===== src/rtl/div_pkg.sv =====
// Shared constants, state encoding and sizing helpers for the restoring divider.
package div_pkg;

    localparam int unsigned DEFAULT_WIDTH     = 16;
    localparam int unsigned DEFAULT_DONE_HOLD = 10;

    localparam logic [1:0] IDLE = 2'd0;
    localparam logic [1:0] LOAD = 2'd1;
    localparam logic [1:0] ITER = 2'd2;
    localparam logic [1:0] DONE = 2'd3;

    typedef enum logic [1:0] {
        StIdle = IDLE,
        StLoad = LOAD,
        StIter = ITER,
        StDone = DONE
    } state_e;

    function automatic int unsigned clog2(input int unsigned value);
        int unsigned result;
        result = 0;
        for (int unsigned w = value - 1; w > 0; w = w >> 1) begin
            result++;
        end
        return result;
    endfunction

    // One counter serves both the iteration phase and the done-hold phase.
    function automatic int unsigned cnt_width(input int unsigned width,
                                              input int unsigned hold);
        return clog2(((width > hold) ? width : hold) + 1);
    endfunction

endpackage


===== src/rtl/div_step.sv =====
// One combinational restoring-division step: shift in a dividend bit, trial-subtract.
module div_step
    import div_pkg::*;
#(
    parameter int unsigned WIDTH = DEFAULT_WIDTH
) (
    input  logic [WIDTH:0]   partial_rem,
    input  logic             dividend_bit,
    input  logic [WIDTH-1:0] divisor,
    output logic [WIDTH:0]   new_rem,
    output logic             quotient_bit
);

    logic [WIDTH+1:0] shifted;

    always_comb begin
        shifted      = {partial_rem, dividend_bit};
        quotient_bit = (shifted >= {2'b00, divisor});
        new_rem      = quotient_bit ? (shifted[WIDTH:0] - {1'b0, divisor}) : shifted[WIDTH:0];
    end

endmodule


===== src/rtl/div.sv =====
// Sequential restoring divider, one quotient bit per clock, init/done handshake.
// Define DIV_SIGNED_EN for two's complement (truncating) division.
module div
    import div_pkg::*;
#(
    parameter int unsigned WIDTH     = DEFAULT_WIDTH,
    parameter int unsigned DONE_HOLD = DEFAULT_DONE_HOLD
) (
    input  logic             clk,
    input  logic             reset,
    input  logic             init,
    output logic             done,
    output logic             busy,
    output logic             div_zero,
    input  logic [WIDTH-1:0] op_A,
    input  logic [WIDTH-1:0] op_B,
    output logic [WIDTH-1:0] quotient,
    output logic [WIDTH-1:0] remainder
);

    localparam int unsigned      CNT_W     = cnt_width(WIDTH, DONE_HOLD);
    localparam logic [CNT_W-1:0] LAST_ITER = CNT_W'(WIDTH - 1);
    localparam logic [CNT_W-1:0] HOLD_END  = CNT_W'(DONE_HOLD);

    state_e           state_q, state_d;
    logic [CNT_W-1:0] cnt_q, cnt_d;
    logic [WIDTH-1:0] dvd_q, dvd_d;
    logic [WIDTH-1:0] dvs_q, dvs_d;
    logic [WIDTH:0]   prem_q, prem_d;
    logic [WIDTH-1:0] quo_q, quo_d;
    logic [WIDTH-1:0] quotient_q, quotient_d;
    logic [WIDTH-1:0] remainder_q, remainder_d;
    logic             done_q, done_d;
    logic             busy_q, busy_d;
    logic             div_zero_q, div_zero_d;

    logic [WIDTH:0]   step_rem;
    logic             step_bit;
    logic [WIDTH-1:0] quo_shift;
    logic [WIDTH-1:0] mag_a, mag_b;
    logic [WIDTH-1:0] q_fin, r_fin;

    div_step #(
        .WIDTH(WIDTH)
    ) u_step (
        .partial_rem (prem_q),
        .dividend_bit(dvd_q[WIDTH-1]),
        .divisor     (dvs_q),
        .new_rem     (step_rem),
        .quotient_bit(step_bit)
    );

    assign quo_shift = {quo_q[WIDTH-2:0], step_bit};

`ifdef DIV_SIGNED_EN
    logic quo_neg_q, quo_neg_d;
    logic rem_neg_q, rem_neg_d;

    // Core works on magnitudes; signs are restored when the result is captured.
    assign mag_a = op_A[WIDTH-1] ? -op_A : op_A;
    assign mag_b = op_B[WIDTH-1] ? -op_B : op_B;
    assign q_fin = quo_neg_q ? -quo_shift : quo_shift;
    assign r_fin = rem_neg_q ? -step_rem[WIDTH-1:0] : step_rem[WIDTH-1:0];

    always_comb begin
        quo_neg_d = quo_neg_q;
        rem_neg_d = rem_neg_q;
        if (state_q == StLoad) begin
            quo_neg_d = op_A[WIDTH-1] ^ op_B[WIDTH-1];
            rem_neg_d = op_A[WIDTH-1];
        end
    end

    always_ff @(posedge clk) begin
        if (reset) begin
            quo_neg_q <= 1'b0;
            rem_neg_q <= 1'b0;
        end else begin
            quo_neg_q <= quo_neg_d;
            rem_neg_q <= rem_neg_d;
        end
    end
`else
    assign mag_a = op_A;
    assign mag_b = op_B;
    assign q_fin = quo_shift;
    assign r_fin = step_rem[WIDTH-1:0];
`endif

    always_comb begin
        state_d     = state_q;
        cnt_d       = cnt_q;
        dvd_d       = dvd_q;
        dvs_d       = dvs_q;
        prem_d      = prem_q;
        quo_d       = quo_q;
        quotient_d  = quotient_q;
        remainder_d = remainder_q;
        done_d      = done_q;
        busy_d      = busy_q;
        div_zero_d  = div_zero_q;

        unique case (state_q)
            StIdle: begin
                if (init) begin
                    state_d = StLoad;
                end
            end
            StLoad: begin
                busy_d = 1'b1;
                dvd_d  = mag_a;
                dvs_d  = mag_b;
                prem_d = '0;
                quo_d  = '0;
                cnt_d  = '0;
                if (op_B == '0) begin
                    state_d     = StDone;
                    quotient_d  = '1;
                    remainder_d = op_A;
                    div_zero_d  = 1'b1;
                end else begin
                    state_d    = StIter;
                    div_zero_d = 1'b0;
                end
            end
            StIter: begin
                dvd_d  = dvd_q << 1;
                prem_d = step_rem;
                quo_d  = quo_shift;
                if (cnt_q == LAST_ITER) begin
                    state_d     = StDone;
                    cnt_d       = '0;
                    quotient_d  = q_fin;
                    remainder_d = r_fin;
                end else begin
                    cnt_d = cnt_q + 1'b1;
                end
            end
            StDone: begin
                // done rises one edge after entering DONE and is held DONE_HOLD cycles.
                if (cnt_q == HOLD_END) begin
                    state_d = StIdle;
                    cnt_d   = '0;
                    done_d  = 1'b0;
                    busy_d  = 1'b0;
                end else begin
                    cnt_d  = cnt_q + 1'b1;
                    done_d = 1'b1;
                end
            end
            default: state_d = StIdle;
        endcase
    end

    always_ff @(posedge clk) begin
        if (reset) begin
            state_q     <= StIdle;
            cnt_q       <= '0;
            dvd_q       <= '0;
            dvs_q       <= '0;
            prem_q      <= '0;
            quo_q       <= '0;
            quotient_q  <= '0;
            remainder_q <= '0;
            done_q      <= 1'b0;
            busy_q      <= 1'b0;
            div_zero_q  <= 1'b0;
        end else begin
            state_q     <= state_d;
            cnt_q       <= cnt_d;
            dvd_q       <= dvd_d;
            dvs_q       <= dvs_d;
            prem_q      <= prem_d;
            quo_q       <= quo_d;
            quotient_q  <= quotient_d;
            remainder_q <= remainder_d;
            done_q      <= done_d;
            busy_q      <= busy_d;
            div_zero_q  <= div_zero_d;
        end
    end

    assign done      = done_q;
    assign busy      = busy_q;
    assign div_zero  = div_zero_q;
    assign quotient  = quotient_q;
    assign remainder = remainder_q;

endmodule


===== config.mk =====
export PLATFORM = sky130hd
export DESIGN_NAME = div
export DESIGN_NICKNAME = d
export VERILOG_FILES = /design/src/rtl/div_pkg.sv /design/src/rtl/div_step.sv /design/src/rtl/div.sv
export SDC_FILE = /design/constraint.sdc
export NUM_CORES = 1
export LEC_CHECK = 0
export ABC_AREA = 0
export CAP_MARGIN = 20
export CELL_PAD_IN_SITES_DETAIL_PLACEMENT = 0
export CELL_PAD_IN_SITES_GLOBAL_PLACEMENT = 1
export CORE_UTILIZATION = 46
export CTS_CLUSTER_SIZE = 25
export DETAILED_ROUTE_END_ITERATION = 7
export PLACE_DENSITY_LB_ADDON = 0.1
export RECOVER_POWER = 50
export SYNTH_ARGS = -nofsm -noshare
export SYNTH_HDL_FRONTEND = slang
export SYNTH_HIERARCHICAL = 1
export SYNTH_SLANG_ARGS = --single-unit

===== constraint.sdc =====
create_clock -name clk -period 7.65 [get_ports clk]
set_clock_uncertainty 0.05 [all_clocks]
set_input_delay 2.295 -clock clk [delete_from_list [all_inputs] [get_ports clk]]
set_output_delay 2.295 -clock clk [all_outputs]
set_load 0.02 [all_outputs]

==> results.txt <==
Status: finished, violations left
Failing checks: DRC
Post-route ant nets: 0
Final std cells w/o fill: 823
Clk root buf: clkbuf_16
CTS tree: done
Crit Path Max Fanout: 19
Hold Slack: 0.4201 ns
Die Width: 112.1 um
Skew-Pair Late Insertion Delay: 0.35 ns
Max-cap violations: 0
Post-Syn Area per Cell: 8.758 sq um
Final net count: 737
ANT cells: 0
Cts hold-fix bufs: 0
Mux contribution to synthesized area: 0.06952
R2R Path Start: state_q[1]
Placer Congestion: 0.8087
Num rows: 39
IO Port Bufs: 69
CP endpoint kind: flop
Placed insts: 808
Minimum clock period after layout: 4.281 ns
Gate Count Post-Synth: 637
Tcrit/Tclk final: 0.5596
First-pass GRT wire length: 21,520 um
Hold WC Path Type: flop to flop
Avg WL per Cell: 15.66 um
Post-synth EDFFs: 0
P&R area growth vs syn: 17.49%
Area contributors post-synth: dfxtp_1 38%, a21oi_1 5.7%, ha_1 5.6%, mux2i_1 5.2%, nor2_1 5.0%
Gr usage total: 0.2126
Fin Setup TNS: 0 ns
Synth area leader: dfxtp_1
Leakage: 2.343 nW
Simple-gate share of the synthesized area: 0.1841
Syn Nets: 698
Main combinational cell family by area after synthesis: compound AO/OA/AOI/OAI gates
Worst-Margin Slew: 1.019 ns
Pre-Repair DR Iteration Count: 6
RR Endpoint: quotient[11]
Synth Area in Compound Gates: 0.2207
CP required: 7.90 ns
Die H: 112.1 um
R2R depth: 6
Post-CTS sizing: 0
Grt total ovfl: 0
Setup bufs post-CTS: 0
DRT iter0 DRCs: 267
Critical Path AT: 4.53 ns
Die ar.: 12,570 sq um
Hold Startpoint: dvd_q[0]
RSZ-0062 raised after global routing: false
DRT Wirelength: 12,890 um
Final setup viols: 0
Clock transition at path regs: 0.07 ns
CTS Buffer Depth: 2
Maximum clock rate: 233.6 MHz
Worst Path Class, Setup: input port to flop
Core Area: 11,610 sq um
Largest net degree at the start of global routing: 91
Initial antenna violation count: 0
Clock Sinks: 106
Mapped cell area: 5579 sq um
Async set-reset flop share out of synthesis: 0
H-tree depth: 3
CTS buffer count: 9
Post-Synth XOR/XNOR Area: 0.01884
Worst setup path end: quotient[11]
Max-slew headroom: 0.3206
Adder-cell share of the synthesized area: 0.05965
Slew Limit Fails: 0
YS warnings: 6
Peak supply drop: 0.0003545 V
Number of global-route vias before repair: 4,350
Share of layout cells above drive strength 1: 0.08824
Ports: 70
Drt via density: 5.633
Worst setup SP type: input port
Via count: 4,636
Prevailing post-synth register cell: dfxtp_1
Count of cell types in the netlist: 57
Yosys top cell area share: 0.3804
Sequential area share after synthesis: 0.3804
Initial Utilization: 0.4804
Flop-to-flop setup slack: 4.46 ns
P per Cell Area: 367.1 nW/um^2
Hold Fails Final Rpt: 0
# DRC: 6
Number of synthesized register bits: 106
Worst Setup SP: op_B[0]
HPWL after DPL: 8817 um
## worst max-delay path, stage by stage
cell	delay (ns)
clkdlybuf4s50_1	0.47
or4b_4	0.58
nor3_4	0.26
a21o_1	0.61
o221a_2	0.30
## sequential cells by signal, indices dropped and copies added, names as in the netlist
signal     cells
quotient      16
cnt_q          5
busy           1
dvd_q         16
prem_q        17
remainder     16
done           1
quo_q         15
state_q        2
dvs_q         16
div_zero       1
## logic make-up after synthesis
kind of cell               Yosys count
and+or+nand+nor                    197
adders and majority gates           26
AOI/OAI and AO/OA                  172
muxes                               37
buffers and inverters               87
DFF                                106
xor gates and xnor gates            12
## per-stage QoR
step	cell area, sq um	total power [W]	setup slack (ns)	utilization
after floorplan	5579	0.001727	3.900	-
after global placement	6264	0.001936	3.074	0.5393
after detailed placement	6264	0.001947	3.023	0.5393
after CTS	6555	0.002424	3.393	0.5644
after global routing	6555	0.002593	3.264	0.5644
final	6555	0.002406	3.369	0.5644
## power breakdown
part           total [W]  internal (W)  leakage, nW  switching, W
clock           0.000466      0.000255        0.141      0.000211
sequential      0.000662      0.000620        0.859     0.0000421
combinational    0.00128      0.000528         1.34      0.000751
## synth_stat cells, types with 6 or more instances
library cell,count
o21ai_0,24
mux2_2,6
mux2i_1,29
nand3b_1,15
nand2_1,20
a21oi_1,63
nor2b_1,20
dfxtp_1,106
clkbuf_1,31
a221oi_2,10
nand2b_1,22
xor2_1,7
nand3_1,21
nor2_1,74
inv_1,42
o221a_2,16
a211oi_1,29
ha_1,25
## layer usage
| metal | share of wire | track usage | routed length, um |
|---|---|---|---|
| met3 | 0.048 | 0.05292 | 613 |
| met1 | 0.49 | 0.2891 | 6368 |
| met4 | 0.011 | 0.05333 | 141 |
| met5 | 0 | 0 | 0 |
| met2 | 0.45 | 0.3379 | 5767 |
## worst min-delay path by stage
stage	end	slack [ns]	depth (start not counted)
floorplan	dvd_q[0]	0.40	2
global placement	busy	0.40	1
detailed placement	dvd_q[0]	0.41	2
CTS	dvd_q[0]	0.42	2
global route	quo_q[14]	0.44	2
finish	dvd_q[0]	0.42	2
## cell type report
cell class                      count  area, sq um
Fill cell                        1110         5059
Sequential cell                   106         2122
Clock buffer                       10        229.0
Clock inverter                      5        62.56
Inverter                           42        157.7
Timing Repair Buffer               73        715.7
Multi-Input combinational cell    444         3089
Tap cell                          143        178.9
## layout by cell type, fill, tap and decap left out, types with 9 or more instances in the layout
cell type / instances
a21oi_1: 63
nand2_1: 20
nand2b_1: 22
nor2b_1: 20
mux2i_1: 29
nor2_1: 74
clkdlybuf4s50_1: 66
a211oi_1: 29
clkbuf_16: 9
nand3_1: 21
o21ai_0: 24
o221a_2: 16
nand3b_1: 15
dfxtp_1: 106
ha_1: 23
inv_1: 42
a221oi_2: 10
(Power assumes the default switching activity.)
